--- src/rtl/operand_fifo.sv ---
// Operand-pair FIFO feeding the reduction stage: first-word-fall-through,
// occupancy held in a dedicated counter, head zeroed when empty.
module operand_fifo #(
    parameter int WIDTH = 4,
    parameter int DEPTH = 4
) (
    input  logic                       CLK,
    input  logic                       RESETN,
    input  logic                       s_valid,
    input  logic [WIDTH-1:0]           s_in1,
    input  logic [WIDTH-1:0]           s_in2,
    output logic                       s_ready,
    output logic                       m_valid,
    input  logic                       m_ready,
    output logic [WIDTH-1:0]           in1,
    output logic [WIDTH-1:0]           in2,
    output logic [$clog2(DEPTH+1)-1:0] count
);

    localparam int AW = $clog2(DEPTH);
    localparam int CW = $clog2(DEPTH+1);

    logic [2*WIDTH-1:0] mem_q [DEPTH];
    logic [AW-1:0]      wr_ptr_q, wr_ptr_d;
    logic [AW-1:0]      rd_ptr_q, rd_ptr_d;
    logic [CW-1:0]      count_q, count_d;
    logic               push, pop;

    assign s_ready = RESETN && (count_q != CW'(DEPTH));
    assign m_valid = (count_q != '0);
    assign push    = s_valid && s_ready;
    assign pop     = m_valid && m_ready;
    assign count   = count_q;

    assign in1 = m_valid ? mem_q[rd_ptr_q][2*WIDTH-1:WIDTH] : '0;
    assign in2 = m_valid ? mem_q[rd_ptr_q][WIDTH-1:0]       : '0;

    always_comb begin
        wr_ptr_d = wr_ptr_q;
        rd_ptr_d = rd_ptr_q;
        count_d  = count_q;
        if (push) wr_ptr_d = wr_ptr_q + AW'(1);
        if (pop)  rd_ptr_d = rd_ptr_q + AW'(1);
        if (push && !pop)      count_d = count_q + CW'(1);
        else if (pop && !push) count_d = count_q - CW'(1);
    end

    always_ff @(posedge CLK) begin
        if (!RESETN) begin
            wr_ptr_q <= '0;
            rd_ptr_q <= '0;
            count_q  <= '0;
        end else begin
            wr_ptr_q <= wr_ptr_d;
            rd_ptr_q <= rd_ptr_d;
            count_q  <= count_d;
        end
    end

    // Storage is deliberately left out of reset; count gates its visibility.
    always_ff @(posedge CLK) begin
        if (push) mem_q[wr_ptr_q] <= {s_in1, s_in2};
    end

endmodule
--- config.mk ---
export PLATFORM = sky130hd
export DESIGN_NAME = operand_fifo
export DESIGN_NICKNAME = d
export VERILOG_FILES = /design/src/rtl/operand_fifo.sv
export SDC_FILE = /design/constraint.sdc
export NUM_CORES = 1
export LEC_CHECK = 0
export BUFFER_PORTS_ARGS = -buffer_cell sky130_fd_sc_hd__buf_2
export CAP_MARGIN = 20
export CORE_AREA = 2 2 53 65
export DETAILED_ROUTE_END_ITERATION = 6
export DIE_AREA = 0 0 55 67
export PLACE_DENSITY = 0.9
export RECOVER_POWER = 25
export SKIP_CTS_REPAIR_TIMING = 1
export SYNTH_ARGS = -nofsm -noshare
export SYNTH_HDL_FRONTEND = slang
export SYNTH_SLANG_ARGS = --single-unit
--- constraint.sdc ---
create_clock -name CLK -period 4 [get_ports CLK]
set_input_delay 0.4 -clock CLK [delete_from_list [all_inputs] [get_ports CLK]]
set_output_delay 0.4 -clock CLK [all_outputs]
set_load 0.02 [all_outputs]
==> run_results.csv, run 1 <==
group,metric,value,unit
outcome,outcome,"completed",
timing,rsz0062_at_grt,"no",
global_route,grt_start_max_net_pins,13,
detailed_routing,drt-total-wl,2620,µm
place,numPortBuffers,24,
timing,slew-limit-headroom,0.369,
synth,average_cell_area_after_synthesis,17.1,µm²
detailed_routing,top_signal_layer_used,"met4",
place,dp_hpwl,1890,µm
timing,finalSetupTns,0,ns
timing,final-hold-violation-count,0,
synth,ys_ff_latch,41,
die,std_cell_core_area,0.00303,mm²
timing,maxSlewViolCount,0,
cts,clockRootBuffer,"sky130_fd_sc_hd__clkbuf_4",
global_route,wire_length_of_the_first_global_routing_pass,4210,µm
critical_path,path_class,"reg2out",
pwr,total_leakage_power,0.685,nW
die,ioPinCount,25,
critical_path,crit_fanout,8,
detailed_routing,drc_marker_count_from_the_first_detailed_route_iteration,18,
synth,synthesis_warnings,0,
timing,finalSetupViolations,0,
die,effective_utilization_at_floorplan,0.569,
synth,synth.area.top_cells,"sky130_fd_sc_hd__edfxtp_1 56%, sky130_fd_sc_hd__dfxtp_1 10%, sky130_fd_sc_hd__mux4_2 10%, sky130_fd_sc_hd__ha_1 3.6%, sky130_fd_sc_hd__and2_1 2.5%",
timing,finClkSkew,0.00830,ns
pwr,power_per_cell_area,604,mW/mm²
critical_path,regToRegEndpoint,"count[2]",
cts,clock_tree.htree_level_count,2,
synth,ys_types,25,
synth,synth_top_area_frac,0.557,
cells_and_area,area.growth.synth_to_final,10.5,%
cts,tritoncts.num_buffers,5,
pwr,ir_worst_vdd,0.524,mV
critical_path,worstPathRequired,3.60,ns
global_route,first_global_vias,893,
timing,timing_worst_slew_pin_value,0.942,ns
synth,syn-cell-area,0.00172,mm²
detailed_routing,vias_per_cell,5.42,
min_path,hold-path-cell-count,1,
cells_and_area,seqCellArea,0.00114,mm²
synth,netlist_instances,101,
detailed_routing,drt-pass1-iter-count,4,
die,num_rows,22,
detailed_routing,dr_wl_met3,176,µm
place,placedInstanceArea,0.00186,mm²
die,design.die.area,0.00369,mm²
synth,synthDominantAreaCellType,"sky130_fd_sc_hd__edfxtp_1",
die,die_height,67,µm
cells_and_area,n_antenna_cell,0,
min_path,holdCritStartpoint,"s_in1[2]",
job,drv.max_cap_violation_count,0,
synth,synth.net_count,119,
global_route,grt_antenna_before_repair,0,
critical_path,startpoint_type,"register",
timing,worst_hold_slack,0.282,ns
cts,clkLatencyLatePin,0.33,ns
cts,clk_path_buf_depth,2,
min_path,hold_end,"mem_q[3][6]",
timing,max_freq,0.428,GHz
cells_and_area,multi_input_area,538,µm²
critical_path,regToRegSetupSlack,1.70,ns
global_route,global_route.overflow_total,0,
timing,finalCriticalPeriod,2.34,ns
cells_and_area,drive_above_1_share,0.279,
critical_path,cp_data_arrival_time,1.94,ns
detailed_routing,dr_wl_met2,1410,µm
detailed_routing,vias,895,
cts,cts_tree,"yes",
cells_and_area,post-route-cell-area,0.00190,mm²
cells_and_area,layout.nets,146,
critical_path,end_kind,"output pin",
cts,clock_sinks,41,
critical_path,reg2reg_depth,8,
detailed_routing,met1Wirelength,997,µm
pwr,fin_total_pwr,0.00115,W
detailed_routing,drt-wirelength-per-cell,15.9,µm
detailed_routing,drc,0,
global_route,track_usage,0.170,
cells_and_area,postLayoutCoreUtil,0.629,
cts,worst_setup_hold_path_clk_slew,0.10,ns
critical_path,worst_r2r_startpoint,"count[0]",
place,gp_routability_congestion,0.694,
detailed_routing,final_antenna_net_count,0,
die,die_w,55,µm
min_path,hold_class,"in2reg",
timing,crit_share_post_route,0.584,
cells_and_area,fillCellCount,237,
synth,sequential_share_of_the_synthesized_area,0.662,
[worst max-delay path: stages (launching register included)]
cell	delay, ns
sky130_fd_sc_hd__dfxtp_1	0.68
sky130_fd_sc_hd__mux4_2	0.57
sky130_fd_sc_hd__nor2b_1	0.15
sky130_fd_sc_hd__buf_2	0.20
[kinds of logic (layout without fill, tap and decap cells)]
group,after synthesis,in the layout,share of synthesized area
and+or+nand+nor,24,24,0.0907
adders and majority gates,6,6,0.0479
xor gates and xnor gates,3,3,0.0152
DFF,41,41,0.662
buffers and inverters,9,37,0.0261
muxes,11,11,0.122
AOI/OAI and AO/OA,7,7,0.0363
[metal layers]
metal  global-route usage  vias to the layer above
met2                0.299                       29
met3               0.0583                        6
li1                     -                      424
met4               0.0549                        0
met5                    0                        -
met1                0.186                      436
[power breakdown]
part	total, W	internal (W)	switching [W]
registers	0.000580	0.000512	0.0000677
logic	0.000386	0.000185	0.000201
clock network	0.000184	0.0000676	0.000116
[placed cells by master, fill, tap and decap left out, types with 2 or more instances in the layout]
cell                       instances
sky130_fd_sc_hd__edfxtp_1         32
sky130_fd_sc_hd__buf_2            18
sky130_fd_sc_hd__dfxtp_1           9
sky130_fd_sc_hd__mux4_2            8
sky130_fd_sc_hd__clkbuf_1          8
sky130_fd_sc_hd__nor2b_1           7
sky130_fd_sc_hd__and2_1            7
sky130_fd_sc_hd__inv_1             5
sky130_fd_sc_hd__ha_1              5
sky130_fd_sc_hd__clkbuf_4          5
sky130_fd_sc_hd__nand2_1           4
sky130_fd_sc_hd__mux2i_1           3
sky130_fd_sc_hd__nor2b_4           2
sky130_fd_sc_hd__a21boi_0          2
sky130_fd_sc_hd__xnor2_1           2
sky130_fd_sc_hd__or3_1             2
[area by class of cell]
class | count | area share
clock buffers | 7 | 0.0237
clock inverters | 1 | 0.00197
flip-flops and latches | 41 | 0.599
well taps | 36 | 0.0237
inverters | 5 | 0.00986
multi-input cells | 51 | 0.283
repair buffers | 24 | 0.0591
[through the flow]
stage	setup WS [ns]	std cells
4_1_cts	1.60	165
3_3_place_gp	1.80	157
6_report	1.66	165
3_5_place_dp	1.69	157
5_1_grt	1.52	165
2_1_floorplan	1.75	101
[sequential cells by signal, indices dropped and copies added, names as in the netlist, named ones only]
name	cells
rd_ptr_q	2
count	3
wr_ptr_q	2
mem_q	32
[cells in the mapped netlist]
| cell type | count |
|---|---|
| sky130_fd_sc_hd__a21boi_1 | 1 |
| sky130_fd_sc_hd__nand2_1 | 4 |
| sky130_fd_sc_hd__nor2b_4 | 2 |
| sky130_fd_sc_hd__buf_6 | 1 |
| sky130_fd_sc_hd__fa_1 | 1 |
| sky130_fd_sc_hd__clkbuf_2 | 2 |
| sky130_fd_sc_hd__nor3_2 | 1 |
| sky130_fd_sc_hd__ha_1 | 5 |
| sky130_fd_sc_hd__nor2b_1 | 7 |
| sky130_fd_sc_hd__nor2_1 | 1 |
| sky130_fd_sc_hd__edfxtp_1 | 32 |
| sky130_fd_sc_hd__a21boi_0 | 2 |
| sky130_fd_sc_hd__mux4_2 | 8 |
| sky130_fd_sc_hd__a21oi_2 | 1 |
| sky130_fd_sc_hd__dfxtp_1 | 9 |
| sky130_fd_sc_hd__inv_1 | 5 |
| sky130_fd_sc_hd__xor2_1 | 1 |
| sky130_fd_sc_hd__and2_1 | 7 |
| sky130_fd_sc_hd__or3_1 | 2 |
| sky130_fd_sc_hd__o21ai_0 | 1 |
| sky130_fd_sc_hd__mux2i_1 | 3 |
| sky130_fd_sc_hd__o21ai_1 | 1 |
| sky130_fd_sc_hd__o31ai_4 | 1 |
| sky130_fd_sc_hd__xnor2_1 | 2 |
| sky130_fd_sc_hd__buf_2 | 1 |
[worst max-delay path by stage]
stage | to | slack, ns | cells after the start
2_1_floorplan | count[2] | 1.75 | 8
3_3_place_gp | count[2] | 1.80 | 9
3_5_place_dp | count[2] | 1.69 | 8
4_1_cts | in1[1] | 1.60 | 3
5_1_grt | in2[0] | 1.52 | 3
6_report | in1[1] | 1.66 | 3
No activity file was read; power rests on OpenSTA's default activity.
==> run 2: changes to the inputs <==
--- a/config.mk
+++ b/config.mk
@@ -7,10 +7,10 @@
 export LEC_CHECK = 0
 export BUFFER_PORTS_ARGS = -buffer_cell sky130_fd_sc_hd__buf_2
 export CAP_MARGIN = 20
-export CORE_AREA = 2 2 53 65
+export CORE_AREA = 2 2 55 67
 export DETAILED_ROUTE_END_ITERATION = 6
-export DIE_AREA = 0 0 55 67
-export PLACE_DENSITY = 0.9
+export DIE_AREA = 0 0 57 69
+export PLACE_DENSITY = 0.85
 export RECOVER_POWER = 25
 export SKIP_CTS_REPAIR_TIMING = 1
 export SYNTH_ARGS = -nofsm -noshare
==> constraint.sdc (replaced) <==
create_clock -name CLK -period 2.15 [get_ports CLK]
set_input_delay 0.215 -clock CLK [delete_from_list [all_inputs] [get_ports CLK]]
set_output_delay 0.215 -clock CLK [all_outputs]
set_load 0.02 [all_outputs]
==> run_results.csv, run 2 (same netlist as run 1, synthesis figures left out) <==
group,metric,value,unit
outcome,outcome,"completed",
cts,clock_tree.htree_level_count,2,
place,numPortBuffers,24,
detailed_routing,drt-wirelength-per-cell,15.7,µm
timing,final-hold-violation-count,0,
critical_path,critPathTopFamily,"adder cells",
cts,clkLatencyLatePin,0.29,ns
critical_path,end_kind,"register",
cells_and_area,layout_commonest_cell,"sky130_fd_sc_hd__edfxtp_1",
min_path,holdCritStartpoint,"s_in2[2]",
critical_path,crit_fanout,6,
timing,finalSetupViolations,0,
pwr,share_comb_of_total_power,0.340,
die,die_w,57,µm
die,die_height,69,µm
timing,maxSlewViolCount,0,
global_route,first_global_vias,904,
min_path,hold_class,"in2reg",
critical_path,worstPathRequired,2.36,ns
global_route,wire_length_of_the_first_global_routing_pass,4220,µm
place,dp_hpwl,1910,µm
pwr,seq_power_share,0.452,
cells_and_area,largest_reg_flops,32,
cts,tritoncts.num_buffers,5,
critical_path,path_class,"reg2reg",
cells_and_area,n_antenna_cell,0,
cells_and_area,postLayoutCoreUtil,0.603,
pwr,power_switching,0.000749,W
cells_and_area,mostFrequentLayoutCells,"32 x sky130_fd_sc_hd__edfxtp_1, 18 x sky130_fd_sc_hd__buf_2, 8 x sky130_fd_sc_hd__mux4_2",
pwr,total_leakage_power,0.711,nW
timing,rsz0062_at_grt,"no",
critical_path,cp_data_arrival_time,2.25,ns
cells_and_area,layout.nets,149,
detailed_routing,drt-total-wl,2650,µm
critical_path,worst_r2r_startpoint,"count[1]",
critical_path,startpoint_type,"register",
detailed_routing,drc_marker_count_from_the_first_detailed_route_iteration,20,
cells_and_area,largest-register,"mem_q",
cells_and_area,drive_above_1_share,0.341,
critical_path,critical_path_startpoint,"count[1]",
place,placedInstanceArea,0.00189,mm²
die,design.die.area,0.00393,mm²
critical_path,crit_path_cell_trace,"o31ai_4 -> ha_2 -> inv_1 -> fa_1 -> xor2_1 -> or3_1 -> a21boi_1",
place,gp_routability_congestion,0.672,
detailed_routing,drt-pass1-iter-count,4,
die,effective_utilization_at_floorplan,0.526,
timing,finClkSkew,0.00552,ns
die,ioPinCount,25,
timing,crit_share_post_route,0.953,
pwr,share_clk_of_total_power,0.208,
timing,slew-limit-headroom,0.708,
timing,finalSetupTns,0,ns
global_route,track_usage,0.149,
timing,final_critical_path_setup_slack,0.100,ns
timing,timing_worst_slew_pin_value,0.439,ns
job,drv.max_cap_violation_count,0,
timing,finalCriticalPeriod,2.05,ns
detailed_routing,final_antenna_net_count,0,
pwr,internal_power,0.00156,W
pwr,switching_share,0.324,
pwr,ir_worst_vdd,0.714,mV
cts,clockRootBuffer,"sky130_fd_sc_hd__clkbuf_8",
cts,clock_sinks,41,
cts,worst_setup_hold_path_clk_slew,0.08,ns
detailed_routing,vias_per_cell,5.27,
cts,clk_path_buf_depth,2,
die,std_cell_core_area,0.00328,mm²
global_route,global_route.overflow_total,0,
place,detailedPlace.worstSlack,0.0679,ns
cts,cts_tree,"yes",
timing,max_freq,0.488,GHz
critical_path,critical-path-slowest-cell,"sky130_fd_sc_hd__dfxtp_4",
detailed_routing,drc,0,
pwr,power_per_cell_area,1170,mW/mm²
global_route,grt_start_max_net_pins,14,
global_route,grt_antenna_before_repair,0,
cells_and_area,post-route-cell-area,0.00198,mm²
critical_path,cp_num_buf_inv,1,
critical_path,max_stage_delay,0.38,ns
cells_and_area,area.growth.synth_to_final,14.7,%
die,num_rows,23,
detailed_routing,vias,890,
[run 2: cell types whose count changed in the layout (fill, tap and decap cells not counted), moves of 2 or more]
cell | before | now
sky130_fd_sc_hd__clkbuf_4 | 5 | 0
sky130_fd_sc_hd__clkinvlp_4 | 0 | 2
sky130_fd_sc_hd__dfxtp_4 | 0 | 2
sky130_fd_sc_hd__clkbuf_8 | 0 | 5
sky130_fd_sc_hd__dfxtp_1 | 9 | 6
sky130_fd_sc_hd__buf_4 | 0 | 3
[run 2: power by group through the flow]
stage / combinational (W) / sequential, W / clock (W)
floorplan: 0.000591 / 0.00106 / 0
global placement: 0.000772 / 0.00105 / 0
detailed placement: 0.000798 / 0.00106 / 0
CTS: 0.000799 / 0.00104 / 0.000493
global route: 0.000862 / 0.00106 / 0.000532
finish: 0.000786 / 0.00105 / 0.000481
[run 2: final cells by class]
cell class | count | area (µm²)
fill | 270 | 1300
sequential | 41 | 1150
multi-input combinational | 51 | 541
timing repair buffer | 27 | 135
clock buffer | 6 | 72.6
tap | 37 | 46.3
inverter | 5 | 18.8
clock inverter | 2 | 15.0
[run 2: worst paths after layout]
path | cells after the start | slack, ns | end
worst max-delay path | 7 | 0.10 | count[2]
worst min-delay path | 1 | 0.15 | mem_q[0][2]
worst max register to register | 7 | 0.10 | count[2]
worst min register to register | 2 | 0.50 | wr_ptr_q[1]
[run 2: routing by layer]
| layer | track usage | share of wire |
|---|---|---|
| met2 | 0.259 | 0.54 |
| met4 | 0.0775 | 0.021 |
| met3 | 0.0619 | 0.066 |
| met5 | 0 | 0 |
| met1 | 0.148 | 0.37 |
[run 2: worst reg2reg max path, cell delays in order, from the launching register on]
cell	delay (ns)
sky130_fd_sc_hd__dfxtp_4	0.38
sky130_fd_sc_hd__o31ai_4	0.28
sky130_fd_sc_hd__ha_2	0.24
sky130_fd_sc_hd__inv_1	0.05
sky130_fd_sc_hd__fa_1	0.37
sky130_fd_sc_hd__xor2_1	0.16
sky130_fd_sc_hd__or3_1	0.30
sky130_fd_sc_hd__a21boi_1	0.18
[run 2: per-stage QoR]
step	instances	hold WS, ns	power [W]
2_1_floorplan	101	0.314	0.00165
4_1_cts	169	0.123	0.00233
3_5_place_dp	161	0.432	0.00186
5_1_grt	169	0.141	0.00245
3_3_place_gp	161	0.425	0.00182
6_report	169	0.151	0.00231
==> run 3: changes to the inputs <==
--- a/config.mk
+++ b/config.mk
@@ -12,6 +12,7 @@
 export DIE_AREA = 0 0 57 69
 export PLACE_DENSITY = 0.85
 export RECOVER_POWER = 25
+export SETUP_SLACK_MARGIN = 0.15
 export SKIP_CTS_REPAIR_TIMING = 1
 export SYNTH_ARGS = -nofsm -noshare
 export SYNTH_HDL_FRONTEND = slang
==> run_results.csv, run 3 (same netlist as run 1, synthesis figures left out) <==
group,metric,value,unit
cells_and_area,largest_reg_flops,32,
critical_path,reg2reg_depth,7,
critical_path,regToRegEndpoint,"count[2]",
timing,maxSlewViolCount,0,
pwr,power_per_cell_area,1170,mW/mm²
cts,clkLatencyLatePin,0.29,ns
critical_path,crit_path_cell_trace,"o31ai_4 -> ha_2 -> inv_1 -> fa_2 -> xor2_1 -> or3_1 -> a21boi_1",
detailed_routing,drc_marker_count_from_the_first_detailed_route_iteration,5,
critical_path,startpoint_type,"register",
detailed_routing,final_antenna_net_count,0,
min_path,hold_class,"in2reg",
die,ioPinCount,25,
cts,tritoncts.num_buffers,5,
cts,clk_path_buf_depth,2,
global_route,first_global_vias,958,
timing,timing_worst_slew_pin_value,0.431,ns
critical_path,cp_data_arrival_time,2.12,ns
cells_and_area,layout_commonest_cell,"sky130_fd_sc_hd__edfxtp_1",
cells_and_area,area.growth.synth_to_final,16.6,%
global_route,wire_length_of_the_first_global_routing_pass,4380,µm
cells_and_area,largest-register,"mem_q",
timing,finClkSkew,0.00374,ns
die,num_rows,23,
cells_and_area,n_antenna_cell,0,
die,die_w,57,µm
cts,clockRootBuffer,"sky130_fd_sc_hd__clkbuf_8",
job,drv.max_cap_violation_count,0,
place,dp_hpwl,1930,µm
pwr,ir_worst_vdd,0.597,mV
min_path,hold-path-cell-count,1,
timing,finalSetupViolations,0,
place,detailedPlace.worstSlack,0.138,ns
critical_path,end_kind,"register",
die,effective_utilization_at_floorplan,0.526,
timing,rsz0062_at_grt,"no",
cells_and_area,drive_above_1_share,0.358,
critical_path,critical-path-slowest-cell,"sky130_fd_sc_hd__dfxtp_4",
critical_path,crit_fanout,7,
cts,worst_setup_hold_path_clk_slew,0.07,ns
critical_path,path_class,"reg2reg",
die,design.die.area,0.00393,mm²
min_path,hold_end,"mem_q[0][3]",
timing,final_critical_path_setup_slack,0.240,ns
cells_and_area,postLayoutCoreUtil,0.613,
global_route,global_route.overflow_total,0,
cells_and_area,stdcell_count,171,
timing,finalCriticalPeriod,1.91,ns
timing,slew-limit-headroom,0.712,
timing,crit_share_post_route,0.888,
global_route,track_usage,0.153,
place,numPlacedInstances,161,
detailed_routing,vias,910,
timing,finalSetupTns,0,ns
place,numPortBuffers,24,
die,die_height,69,µm
place,gp_routability_congestion,0.702,
critical_path,max_stage_delay,0.38,ns
min_path,holdCritStartpoint,"s_in2[3]",
critical_path,regToRegSetupSlack,0.24,ns
critical_path,worst_r2r_startpoint,"count[2]",
cts,clock_sinks,41,
detailed_routing,drt-wirelength-per-cell,15.6,µm
pwr,total_leakage_power,0.730,nW
timing,final-hold-violation-count,0,
global_route,grt_start_max_net_pins,13,
cells_and_area,fillCellCount,260,
cells_and_area,mostFrequentLayoutCells,"32 x sky130_fd_sc_hd__edfxtp_1, 18 x sky130_fd_sc_hd__buf_2, 8 x sky130_fd_sc_hd__mux4_2, 8 x sky130_fd_sc_hd__clkbuf_1",
timing,max_freq,0.524,GHz
global_route,grt_antenna_before_repair,0,
detailed_routing,vias_per_cell,5.32,
detailed_routing,drt-pass1-iter-count,4,
detailed_routing,drt-total-wl,2660,µm
cts,clock_tree.htree_level_count,2,
outcome,outcome,"completed",
cts,cts_tree,"yes",
critical_path,worstPathRequired,2.36,ns
die,std_cell_core_area,0.00328,mm²
cells_and_area,layout.nets,151,
detailed_routing,drc,0,
-- run 3: worst max-delay path: cells and delay by family (launching register included) --
kind / cells / cell delay [ns]
adders and majority gates: 2 / 0.56
AOI/OAI and AO/OA: 2 / 0.39
DFF: 1 / 0.38
and+or+nand+nor: 1 / 0.30
xor gates and xnor gates: 1 / 0.16
buffers and inverters: 1 / 0.05
-- run 3: worst max path at each step --
stage | start | end | slack, ns | cells after the start
after detailed placement | count[2] | count[2] | 0.14 | 7
after CTS | count[2] | count[2] | 0.11 | 7
final | count[2] | count[2] | 0.24 | 7
after global placement | count[1] | count[2] | 0.23 | 7
after global routing | count[2] | count[2] | 0.17 | 7
after floorplan | count[2] | count[2] | 0.18 | 7
-- run 3: area by class of cell --
type | instances | area, µm² | share of cell area
Clock buffer | 8 | 90.1 | 0.0448
Inverter | 5 | 18.8 | 0.00933
Multi-Input combinational cell | 51 | 553 | 0.275
Sequential cell | 41 | 1150 | 0.573
Tap cell | 37 | 46.3 | 0.0230
Timing Repair Buffer | 29 | 150 | 0.0747
-- run 3: layer usage --
metal  vias to the layer above  global-route usage  share of wire
li1                        432                   -              -
met1                       444               0.165           0.38
met2                        30               0.262           0.55
met3                         4              0.0544          0.054
met4                         0              0.0698          0.017
met5                         -                   0              0
-- run 3: power breakdown --
| part | internal, W | switching (W) |
|---|---|---|
| clock | 0.000261 | 0.000226 |
| combinational | 0.000393 | 0.000424 |
| sequential | 0.000964 | 0.0000866 |
| total | 0.00162 | 0.000736 |
-- run 3: per-stage QoR --
step | total power [W] | area (µm²) | hold slack [ns]
final | 0.00235 | 2010 | 0.146
after global routing | 0.00250 | 2010 | 0.149
after CTS | 0.00238 | 2000 | 0.128
after detailed placement | 0.00188 | 1910 | 0.431
after global placement | 0.00184 | 1910 | 0.424
after floorplan | 0.00166 | 1740 | 0.314
